$ cat config.mk
export PLATFORM = sky130hd
export DESIGN_NAME = mem_weights_bank_flat
export DESIGN_NICKNAME = d
export VERILOG_FILES = /design/src/rtl/mem_weights_pkg.sv /design/src/rtl/mem_weights_bank_if.sv /design/src/rtl/mem_weights_ram.sv /design/src/rtl/mem_weights_bank.sv /design/src/flat_wrapper.sv
export SDC_FILE = /design/constraint.sdc
export NUM_CORES = 1
export LEC_CHECK = 0
export ABC_AREA = 1
export BUFFER_PORTS_ARGS = -buffer_cell sky130_fd_sc_hd__buf_2
export CAP_MARGIN = 40
export CORE_ASPECT_RATIO = 1.1
export CORE_MARGIN = 5
export CORE_UTILIZATION = 57
export DETAILED_ROUTE_END_ITERATION = 16
export HOLD_SLACK_MARGIN = 0.15
export PLACE_DENSITY = 0.74
export SLEW_MARGIN = 0
export SYNTH_ARGS = -nofsm -noshare
export SYNTH_HDL_FRONTEND = slang
export SYNTH_SLANG_ARGS = --single-unit
$ cat constraint.sdc
create_clock -name clk -period 4.45 [get_ports clk]
set_input_delay 0.2225 -clock clk [delete_from_list [all_inputs] [get_ports clk]]
set_output_delay 0.2225 -clock clk [all_outputs]
set_load 0.005 [all_outputs]
$ cat src/rtl/mem_weights_pkg.sv
// Shared constants and state encoding for the weights bank slice.
// Exports: default parameter values and the bank controller state type.
package mem_weights_pkg;

    localparam int unsigned DATA_WIDTH_DEF   = 32;
    localparam int unsigned EXTRA_BITS_DEF   = 2;
    localparam int unsigned NUM_UNKNOWNS_DEF = 3;
    localparam int unsigned DEPTH_DEF        = 8;

    typedef enum logic [1:0] {
        StIdle = 2'd0,
        StCopy = 2'd1,
        StRead = 2'd2
    } state_e;

endpackage

$ cat src/rtl/mem_weights_bank_if.sv
// Handshake/bus bundle for mem_weights_bank.
// slave  : the bank itself (write port in, burst port out, control pulses in).
// master : whoever drives weights and reads bursts.
interface mem_weights_bank_if
    import mem_weights_pkg::*;
#(
    parameter int unsigned DATA_WIDTH = DATA_WIDTH_DEF,
    parameter int unsigned EXTRA_BITS = EXTRA_BITS_DEF
) ();
    localparam int unsigned W = DATA_WIDTH + EXTRA_BITS;

    logic         in_valid;
    logic [W-1:0] in_data;
    logic         in_ready;
    logic         init_mode;
    logic         wr_restart;
    logic         commit_best;
    logic         rd_start;
    logic         rd_sel_best;
    logic         out_valid;
    logic [W-1:0] out_data;
    logic         out_last;
    logic         busy;
    logic         init_done;

    modport slave (
        input  in_valid, in_data, init_mode, wr_restart, commit_best, rd_start, rd_sel_best,
        output in_ready, out_valid, out_data, out_last, busy, init_done
    );

    modport master (
        output in_valid, in_data, init_mode, wr_restart, commit_best, rd_start, rd_sel_best,
        input  in_ready, out_valid, out_data, out_last, busy, init_done
    );
endinterface

$ cat src/rtl/mem_weights_ram.sv
// W x DEPTH storage with one synchronous write port and one registered read port.
// Reading and writing the same address in one cycle returns the old word.
// Ports: clk, rst (async, clears the read register only), i_we/i_waddr/i_wdata,
//        i_re/i_raddr, o_rdata (holds while i_re is low).
module mem_weights_ram #(
    parameter int unsigned W      = 34,
    parameter int unsigned DEPTH  = 8,
    parameter int unsigned ADDR_W = $clog2(DEPTH)
) (
    input  logic              clk,
    input  logic              rst,
    input  logic              i_we,
    input  logic [ADDR_W-1:0] i_waddr,
    input  logic [W-1:0]      i_wdata,
    input  logic              i_re,
    input  logic [ADDR_W-1:0] i_raddr,
    output logic [W-1:0]      o_rdata
);
    logic [W-1:0] r_mem [DEPTH];
    logic [W-1:0] r_rdata;

    always_ff @(posedge clk) begin
        if (i_we) r_mem[i_waddr] <= i_wdata;
    end

    always_ff @(posedge clk or posedge rst) begin
        if (rst)       r_rdata <= '0;
        else if (i_re) r_rdata <= r_mem[i_raddr];
    end

    assign o_rdata = r_rdata;
endmodule

$ cat src/rtl/mem_weights_bank.sv
// Current/best weight store. Weights stream into the current bank; commit_best
// copies current to best; rd_start emits a DEPTH-word burst from either bank.
// Ports: clk, rst (async, active-high), io_bus (mem_weights_bank_if.slave).
module mem_weights_bank
    import mem_weights_pkg::*;
#(
    parameter int unsigned DATA_WIDTH   = DATA_WIDTH_DEF,
    parameter int unsigned EXTRA_BITS   = EXTRA_BITS_DEF,
    parameter int unsigned NUM_UNKNOWNS = NUM_UNKNOWNS_DEF,
    parameter int unsigned DEPTH        = DEPTH_DEF
) (
    input logic              clk,
    input logic              rst,
    mem_weights_bank_if.slave io_bus
);
    localparam int unsigned W      = DATA_WIDTH + EXTRA_BITS;
    localparam int unsigned ADDR_W = $clog2(DEPTH);
    localparam logic [ADDR_W-1:0] LAST_ADDR = ADDR_W'(DEPTH - 1);
    localparam logic [ADDR_W-1:0] LAST_LIVE = ADDR_W'(NUM_UNKNOWNS - 1);

    state_e            r_state, w_state_next;
    logic [ADDR_W-1:0] r_rd_ptr, w_rd_ptr_next;
    logic              r_rd_sel, w_rd_sel_next;
    logic [ADDR_W-1:0] r_wr_ptr, w_wr_ptr_next;
    logic              r_init_done;
    logic              r_copy_we;
    logic [ADDR_W-1:0] r_copy_addr;
    logic              r_out_valid, r_out_last, r_out_sel;
    logic [W-1:0]      r_out_hold;
    logic              w_in_ready, w_accept, w_wr_en, w_wr_wrap;
    logic [W-1:0]      w_cur_rdata, w_best_rdata, w_rd_word;

    // Controller: one address per cycle in COPY and READ, DEPTH addresses each.
    always_comb begin
        w_state_next  = r_state;
        w_rd_ptr_next = r_rd_ptr;
        w_rd_sel_next = r_rd_sel;
        unique case (r_state)
            StIdle: begin
                if (io_bus.commit_best) begin
                    w_state_next  = StCopy;
                    w_rd_ptr_next = '0;
                end else if (io_bus.rd_start) begin
                    w_state_next  = StRead;
                    w_rd_ptr_next = '0;
                    w_rd_sel_next = io_bus.rd_sel_best;
                end
            end
            StCopy, StRead: begin
                if (r_rd_ptr == LAST_ADDR) begin
                    w_state_next  = StIdle;
                    w_rd_ptr_next = '0;
                end else begin
                    w_rd_ptr_next = r_rd_ptr + 1'b1;
                end
            end
            default: w_state_next = StIdle;
        endcase
    end

    // Write side. Live-only updates never touch padding entries.
    assign w_in_ready = (r_state != StCopy);
    assign w_accept   = io_bus.in_valid && w_in_ready && !io_bus.wr_restart;
    assign w_wr_en    = w_accept && (io_bus.init_mode || (r_wr_ptr <= LAST_LIVE));
    assign w_wr_wrap  = io_bus.init_mode ? (r_wr_ptr == LAST_ADDR) : (r_wr_ptr >= LAST_LIVE);

    always_comb begin
        w_wr_ptr_next = r_wr_ptr;
        if (io_bus.wr_restart) w_wr_ptr_next = '0;
        else if (w_accept)     w_wr_ptr_next = w_wr_wrap ? '0 : r_wr_ptr + 1'b1;
    end

    always_ff @(posedge clk or posedge rst) begin
        if (rst) begin
            r_state     <= StIdle;
            r_rd_ptr    <= '0;
            r_rd_sel    <= 1'b0;
            r_wr_ptr    <= '0;
            r_init_done <= 1'b0;
            r_copy_we   <= 1'b0;
            r_copy_addr <= '0;
            r_out_valid <= 1'b0;
            r_out_last  <= 1'b0;
            r_out_sel   <= 1'b0;
            r_out_hold  <= '0;
        end else begin
            r_state     <= w_state_next;
            r_rd_ptr    <= w_rd_ptr_next;
            r_rd_sel    <= w_rd_sel_next;
            r_wr_ptr    <= w_wr_ptr_next;
            if (w_wr_en && io_bus.init_mode && (r_wr_ptr == LAST_ADDR)) r_init_done <= 1'b1;
            // Copy writes trail the current-bank read by one cycle.
            r_copy_we   <= (r_state == StCopy);
            r_copy_addr <= r_rd_ptr;
            r_out_valid <= (r_state == StRead);
            r_out_last  <= (r_state == StRead) && (r_rd_ptr == LAST_ADDR);
            // Separate select stage so a chained burst cannot flip the final word.
            if (r_state == StRead) r_out_sel <= r_rd_sel;
            if (r_out_valid)       r_out_hold <= w_rd_word;
        end
    end

    mem_weights_ram #(.W(W), .DEPTH(DEPTH), .ADDR_W(ADDR_W)) u_cur (
        .clk     (clk),
        .rst     (rst),
        .i_we    (w_wr_en),
        .i_waddr (r_wr_ptr),
        .i_wdata (io_bus.in_data),
        .i_re    ((r_state == StCopy) || ((r_state == StRead) && !r_rd_sel)),
        .i_raddr (r_rd_ptr),
        .o_rdata (w_cur_rdata)
    );

    mem_weights_ram #(.W(W), .DEPTH(DEPTH), .ADDR_W(ADDR_W)) u_best (
        .clk     (clk),
        .rst     (rst),
        .i_we    (r_copy_we),
        .i_waddr (r_copy_addr),
        .i_wdata (w_cur_rdata),
        .i_re    ((r_state == StRead) && r_rd_sel),
        .i_raddr (r_rd_ptr),
        .o_rdata (w_best_rdata)
    );

    // The current-bank read register moves during COPY, so out_data is held separately.
    assign w_rd_word = r_out_sel ? w_best_rdata : w_cur_rdata;

    assign io_bus.in_ready  = w_in_ready;
    assign io_bus.out_valid = r_out_valid;
    assign io_bus.out_data  = r_out_valid ? w_rd_word : r_out_hold;
    assign io_bus.out_last  = r_out_last;
    assign io_bus.busy      = (r_state != StIdle);
    assign io_bus.init_done = r_init_done;
endmodule

$ cat src/flat_wrapper.sv
// flat-port wrapper written by rule: the top's interface ports become plain ports
module mem_weights_bank_flat import mem_weights_pkg::*;
#(
    parameter int unsigned DATA_WIDTH   = DATA_WIDTH_DEF,
    parameter int unsigned EXTRA_BITS   = EXTRA_BITS_DEF,
    parameter int unsigned NUM_UNKNOWNS = NUM_UNKNOWNS_DEF,
    parameter int unsigned DEPTH        = DEPTH_DEF
)
  (clk, rst, io_bus_in_valid, io_bus_in_data, io_bus_init_mode, io_bus_wr_restart, io_bus_commit_best, io_bus_rd_start, io_bus_rd_sel_best, io_bus_in_ready, io_bus_out_valid, io_bus_out_data, io_bus_out_last, io_bus_busy, io_bus_init_done);
  mem_weights_bank_if #(.DATA_WIDTH(DATA_WIDTH), .EXTRA_BITS(EXTRA_BITS)) io_bus_i ();
  input logic clk;
  input logic rst;
  input wire logic [$bits(io_bus_i.in_valid)-1:0] io_bus_in_valid;
  input wire logic [$bits(io_bus_i.in_data)-1:0] io_bus_in_data;
  input wire logic [$bits(io_bus_i.init_mode)-1:0] io_bus_init_mode;
  input wire logic [$bits(io_bus_i.wr_restart)-1:0] io_bus_wr_restart;
  input wire logic [$bits(io_bus_i.commit_best)-1:0] io_bus_commit_best;
  input wire logic [$bits(io_bus_i.rd_start)-1:0] io_bus_rd_start;
  input wire logic [$bits(io_bus_i.rd_sel_best)-1:0] io_bus_rd_sel_best;
  output wire logic [$bits(io_bus_i.in_ready)-1:0] io_bus_in_ready;
  output wire logic [$bits(io_bus_i.out_valid)-1:0] io_bus_out_valid;
  output wire logic [$bits(io_bus_i.out_data)-1:0] io_bus_out_data;
  output wire logic [$bits(io_bus_i.out_last)-1:0] io_bus_out_last;
  output wire logic [$bits(io_bus_i.busy)-1:0] io_bus_busy;
  output wire logic [$bits(io_bus_i.init_done)-1:0] io_bus_init_done;
  assign io_bus_i.in_valid = io_bus_in_valid;
  assign io_bus_i.in_data = io_bus_in_data;
  assign io_bus_i.init_mode = io_bus_init_mode;
  assign io_bus_i.wr_restart = io_bus_wr_restart;
  assign io_bus_i.commit_best = io_bus_commit_best;
  assign io_bus_i.rd_start = io_bus_rd_start;
  assign io_bus_i.rd_sel_best = io_bus_rd_sel_best;
  assign io_bus_in_ready = io_bus_i.in_ready;
  assign io_bus_out_valid = io_bus_i.out_valid;
  assign io_bus_out_data = io_bus_i.out_data;
  assign io_bus_out_last = io_bus_i.out_last;
  assign io_bus_busy = io_bus_i.busy;
  assign io_bus_init_done = io_bus_i.init_done;
  mem_weights_bank #(.DATA_WIDTH(DATA_WIDTH), .EXTRA_BITS(EXTRA_BITS), .NUM_UNKNOWNS(NUM_UNKNOWNS), .DEPTH(DEPTH)) u_core (.clk(clk), .rst(rst), .io_bus(io_bus_i));
endmodule
### Word-level counts from Yosys, hierarchy flattened

Memories as Yosys holds them, arrays and structs flattened. A register that Yosys moved wholly into a read port is not among the register bits.
Cells that the tools add are included.

* bits in registers: 51
* bits in writable memories: 544
* bits of input ports: 42
* output and inout bits: 39
* logic and storage cells: 63
* memories: 2

Memory list
* u_core.u_best.r_mem: words 8, width 34, read ports 1, clocked after memory_dff 1, wr ports 1, RTL line mem_weights_ram.sv:19 `logic [W-1:0] r_mem [DEPTH];`
* u_core.u_cur.r_mem: words 8, width 34, read ports 1, clocked after memory_dff 1, wr ports 1, RTL line mem_weights_ram.sv:19

* add/sub/neg operators: 2
* $lt $le $gt $ge: 2
* eq/ne operators: 7
* muxes and demuxes: 18
* bitwise operators: 1
* reductions and logical operators: 20

Operators with widths (number)
* two-way mux 34 bit: 2
* two-way mux 3 bit: 6
* logical AND 1 bit: 8
* adder 3 x 1 -> 3 bit (second input constant): 2
* equality test 3 bit (second input constant): 2
* two-way mux 2 bit: 3
* case mux 3 bit (2 select lines): 1
* nonzero test 2 bit: 3
* two-way mux 1 bit: 5
* != test 2 x 1 -> 1 bit (second input constant): 2
* case mux 2 bit (2 select lines): 1
* AND reduction 2 bit: 2
* greater-or-equal comparator 3 x 2 -> 1 bit (second input constant): 1
* less-or-equal comparator 3 x 2 -> 1 bit (second input constant): 1
* != test 3 bit (second input constant): 1
* AND reduction 3 bit: 1
* equality test 2 x 1 -> 1 bit (second input constant): 1
* equality test 2 bit (second input constant): 1
* logical NOT 1 bit: 2
* logical NOT 2 bit: 1
* logical OR 1 bit: 2
* OR reduction 2 bit: 1
* inverter 1 bit: 1

### Logic depth before layout (Yosys ltp)

* word-level depth: 6
* gate-level depth with buffers: 9
* depth with buffers taken out: 7

### Modules after synthesis

A second synthesis with hierarchy kept.

* cells, all modules: 2681
* area total of the unflattened synthesis: 27812.9 um2

By module, submodules not included
* mem_weights_ram: instances 2, cells each 1202, area an instance 12713.4 um2, seq. area each 9018.6 um2
* mem_weights_bank: instances 1, cells each 277, area an instance 2386.0 um2, seq. area each 1276.2 um2

### Least setup slack after synthesis

Ideal clock, no wire load.

* kind: register -> register
* from: register u_core.r_state[1]
* to: memory u_core.u_cur.r_mem[2][0] (enable)
* library setup time: 0.468 ns
* arrival time: 3.535 ns
* required time: 3.982 ns
* slack: 0.448 ns
* stages on the path, launching flop included: 6
* buffers on the path: 0
* clock period less this slack: 4.002 ns
* cell sequence: dfrtp_1 > inv_1 > ha_1 > nor3_1 > nand2_1 > nor3_1

* cells in the longest elaborated chain, start to end: 6

Ends and longest elaborated chain
* from (decl): RTL line mem_weights_bank.sv:21 `state_e r_state, w_state_next;`
* from (signal assigned): RTL line mem_weights_bank.sv:75 `r_state <= StIdle;`
* from (signal assigned): RTL line mem_weights_bank.sv:87 `r_state <= w_state_next;`
* != test 2 x 1 -> 1 bit: RTL line mem_weights_bank.sv:62 `assign w_in_ready = (r_state != StCopy);`
* logical AND 1 bit (2 in series): RTL line mem_weights_bank.sv:63 `assign w_accept = io_bus.in_valid && w_in_ready && !io_bus.wr_restart;`
* logical AND 1 bit: RTL line mem_weights_bank.sv:64 `assign w_wr_en = w_accept && (io_bus.init_mode || (r_wr_ptr <= LAST_LIVE));`
* two-way mux 1 bit: RTL line mem_weights_ram.sv:23 `if (i_we) r_mem[i_waddr] <= i_wdata;`
* two-way mux 1 bit (implied by the code): RTL line mem_weights_ram.sv:23
* to (decl): RTL line mem_weights_ram.sv:19

No other way between the ends.

### Worst setup path after layout

* from: register u_core.r_rd_ptr[0]
* to: register u_core.r_state[0]

* cells in the longest elaborated chain, start to end: 3

Ends and longest elaborated chain
* from (decl): RTL line mem_weights_bank.sv:22 `logic [ADDR_W-1:0] r_rd_ptr, w_rd_ptr_next;`
* from (signal assigned): RTL line mem_weights_bank.sv:88 `r_rd_ptr <= w_rd_ptr_next;`
* equality test 3 bit: RTL line mem_weights_bank.sv:50 `if (r_rd_ptr == LAST_ADDR) begin`
* != test 2 x 1 -> 1 bit (no source line)
* AND reduction 2 bit (no source line)

No other way between the ends.
A chain may end at the register's enable or synchronous reset.

==> flow_metrics.py <==
metrics = {
    "run_status": {
        "outcome": "finished clean",
    },
    "synth": {
        "yosysWarningCount": 0,
        "yosys-top-cells-count": "nand2_1 (900), edfxtp_1 (544), inv_1 (428)",
        "syn_avg_cell_area_sq_um": 10.4,
        "synth_edf_count": 544,
        "ys_ff_latch": 663,
        "syn_inst": 2658,
        "synth_cell_types": 23,
        "synth_nets": 2708,
        "synth_seq_area_share_pct": 69.8,
        "synth_top_area_cell": "edfxtp_1",
        "ys_async_sr_fraction_pct": 17.9,
        "synth_top_area_share_pct": 59.1,
        "netlist_area_sq_mm": 0.0277,
        "synth_top_flop_cell": "edfxtp_1",
        "synth.most_common_cell": "nand2_1",
        "ys_top_cells_by_area": "edfxtp_1 (59%), nand2_1 (12%), dfrtp_1 (11%)",
    },
    "final_layout": {
        "postLayoutCellArea_sq_mm": 0.0314,
        "area_growth_pct": 13.7,
        "layout-drive-gt1-share_pct": 8.41,
        "n_fill_cell": 3566,
        "fin_nets": 2818,
        "instances_no_fill": 3466,
    },
    "sta": {
        "max_freq_mhz": 269,
        "worst_slew_pin_slew_ns": 0.932,
        "rsz0062_at_grt": "false",
        "tns_ns": 0,
        "post-route-period-util_pct": 83.6,
        "fin_worst_skew_ns": 0.0124,
        "slew-limit-headroom_pct": 37.9,
        "hold_viol": 0,
        "setup_viol": 0,
        "period_needed_ns": 3.72,
        "slew_viol_final": 0,
        "hold_ws_ns": 0.315,
    },
    "power_and_ir_drop": {
        "p_int_w": 0.0126,
        "p_leak_nw": 13.7,
        "ir_worst_vdd_v": 0.000387,
        "p_sw_share_pct": 34.2,
        "power.density_mw_per_mm2": 610,
        "combPwrFrac_pct": 25.5,
        "switching_power_w": 0.00655,
        "power_frac_clock_pct": 28.6,
        "p_seq_share_pct": 45.9,
    },
    "global_routing": {
        "antenna_found_initial": 3,
        "grt_use_total_pct": 25.6,
        "grt_pass1_wl_um": 105000,
        "grt_max_degree": 146,
        "grt_pass1_vias": 19157,
        "gr-total-overflow": 0,
    },
    "critical_path": {
        "cp.required_ns": 4.97,
        "arrival_ns": 4.24,
        "crit_type": "flip-flop to flip-flop",
        "cp_max_fo": 145,
        "critPathLaunchType": "flip-flop",
        "cp-end-kind": "flip-flop",
    },
    "clock_network": {
        "clkLatencyLatePin_ns": 0.59,
        "clock-sinks": 663,
        "clk_pin_slew_ns": 0.06,
        "cts-root-buf": "clkbuf_16",
        "clock_path_buffers": 3,
        "numCtsBuffers": 68,
        "htree_levels": 3,
        "cts_tree": "done",
    },
    "routing": {
        "routed_wl_um": 67200,
        "drcViolationCount": 0,
        "via_per_inst": 5.46,
        "drtIter0Drc": 1972,
        "vias": 18910,
        "drt_pass1_iterations": 5,
        "wl_per_cell_um": 19.4,
        "drtAntennaViolNets": 0,
    },
    "placement": {
        "gp_congestion": 0.782,
        "port-buffer-count": 80,
        "dp.cells": 3295,
        "hpwl_um": 36700,
        "place_area_sq_mm": 0.0288,
    },
    "floorplanning": {
        "row_count": 84,
        "io_pins": 81,
        "start_util_pct": 57.7,
        "die_w_um": 220,
        "fp.dieH_um": 241,
        "core_sq_mm": 0.0479,
        "dieArea_sq_mm": 0.0530,
    },
    "flow_run": {
        "drv_cap": 0,
    },
    "min_path": {
        "worstHoldPathType": "input pin to async pin",
    },
}
==> worst paths after layout <==
check	start	end	slack, ns	depth (start not counted)
min in group clk	io_bus_in_data[24]	u_core.u_cur.r_mem[7][24]	0.45	2
worst max-delay path	u_core.r_rd_ptr[0]	u_core.r_state[0]	0.73	9
max in group asynchronous	rst	u_core.u_cur.o_rdata[1]	3.03	4
worst min register to register	u_core.u_best.o_rdata[22]	u_core.u_best.o_rdata[22]	0.48	2
worst max register to register	u_core.r_rd_ptr[0]	u_core.r_state[0]	0.73	9
worst min-delay path	rst	u_core.r_out_hold[28]	0.32	3
==> through the flow <==
step                setup WS (ns)  total power, W  util (%)
global placement             1.81          0.0134      59.8
detailed placement           1.68          0.0136      60.1
global route                0.611          0.0201      65.6
floorplan                   0.448          0.0117         -
CTS                         0.805          0.0192      65.6
finish                      0.729          0.0192      65.6
==> kinds of logic after synthesis <==
kind of cell / share of synthesized area (%)
and+or+nand+nor: 20.6
DFF: 69.8
buffers and inverters: 8.15
AOI/OAI and AO/OA: 1.05
adders and majority gates: 0.362
==> final cells by class <==
cell class | count | area, sq um | share of cell area (%)
diodes | 2 | 5.00 | 0.0159
repair buffers | 172 | 1350 | 4.28
clock inverters | 26 | 226 | 0.720
clock buffers | 95 | 1900 | 6.03
multi-input cells | 1431 | 6190 | 19.7
well taps | 645 | 807 | 2.57
inverters | 432 | 1630 | 5.20
flip-flops and latches | 663 | 19300 | 61.5
==> repair_timing <==
| action | 4_1_cts | 5_1_grt |
|---|---|---|
| resized for setup | 0 | 0 |
| setup buffers | 0 | 0 |
| hold buffers | 48 | 0 |
| endpoints found under the hold margin | 357 | 0 |
==> critical path: stages, from the launching register on <==
cell	delay [ns]
dfrtp_4	0.97
buf_12	0.59
ha_1	0.26
ha_1	0.16
nor2_1	0.09
nor2_1	0.18
nand3_1	0.10
dlygate4sd3_1	0.57
o21ai_0	0.07
dlygate4sd3_1	0.57
==> routing by layer <==
metal	wire, um	GRT usage, %	part of all wire (%)
met5	0	0	0
met2	33000	43.0	49
met4	2080	10.7	3.1
met3	5620	4.44	8.4
met1	26500	33.5	39
==> registers in the layout (all words and copies together), names as in the netlist, 3 cells and up <==
signal                 flops
u_core.r_wr_ptr            3
u_core.u_best.r_mem      272
u_core.r_rd_ptr            3
u_core.u_best.o_rdata     34
u_core.u_cur.r_mem       272
u_core.u_cur.o_rdata      34
u_core.r_copy_addr         3
u_core.r_out_hold         34
==> placed cells by master (no fill, tap or decap), types with 35 or more instances in the layout <==
| cell | count |
|---|---|
| nand2_1 | 900 |
| edfxtp_1 | 544 |
| inv_1 | 425 |
| nand3_1 | 416 |
| dfrtp_1 | 115 |
| buf_2 | 80 |
| clkbuf_16 | 71 |
| dlygate4sd3_1 | 48 |
| nor2_1 | 40 |
| buf_4 | 35 |
==> power groups by stage <==
| stage | sequential [W] | combinational, W | clock, W |
|---|---|---|---|
| 2_1_floorplan | 0.00844 | 0.00330 | 0 |
| 3_5_place_dp | 0.00888 | 0.00476 | 0 |
| 5_1_grt | 0.00889 | 0.00543 | 0.00581 |
| 4_1_cts | 0.00876 | 0.00487 | 0.00555 |
| 6_report | 0.00880 | 0.00489 | 0.00547 |
| 3_3_place_gp | 0.00883 | 0.00456 | 0 |
No activity file was read; power rests on OpenSTA's default activity.
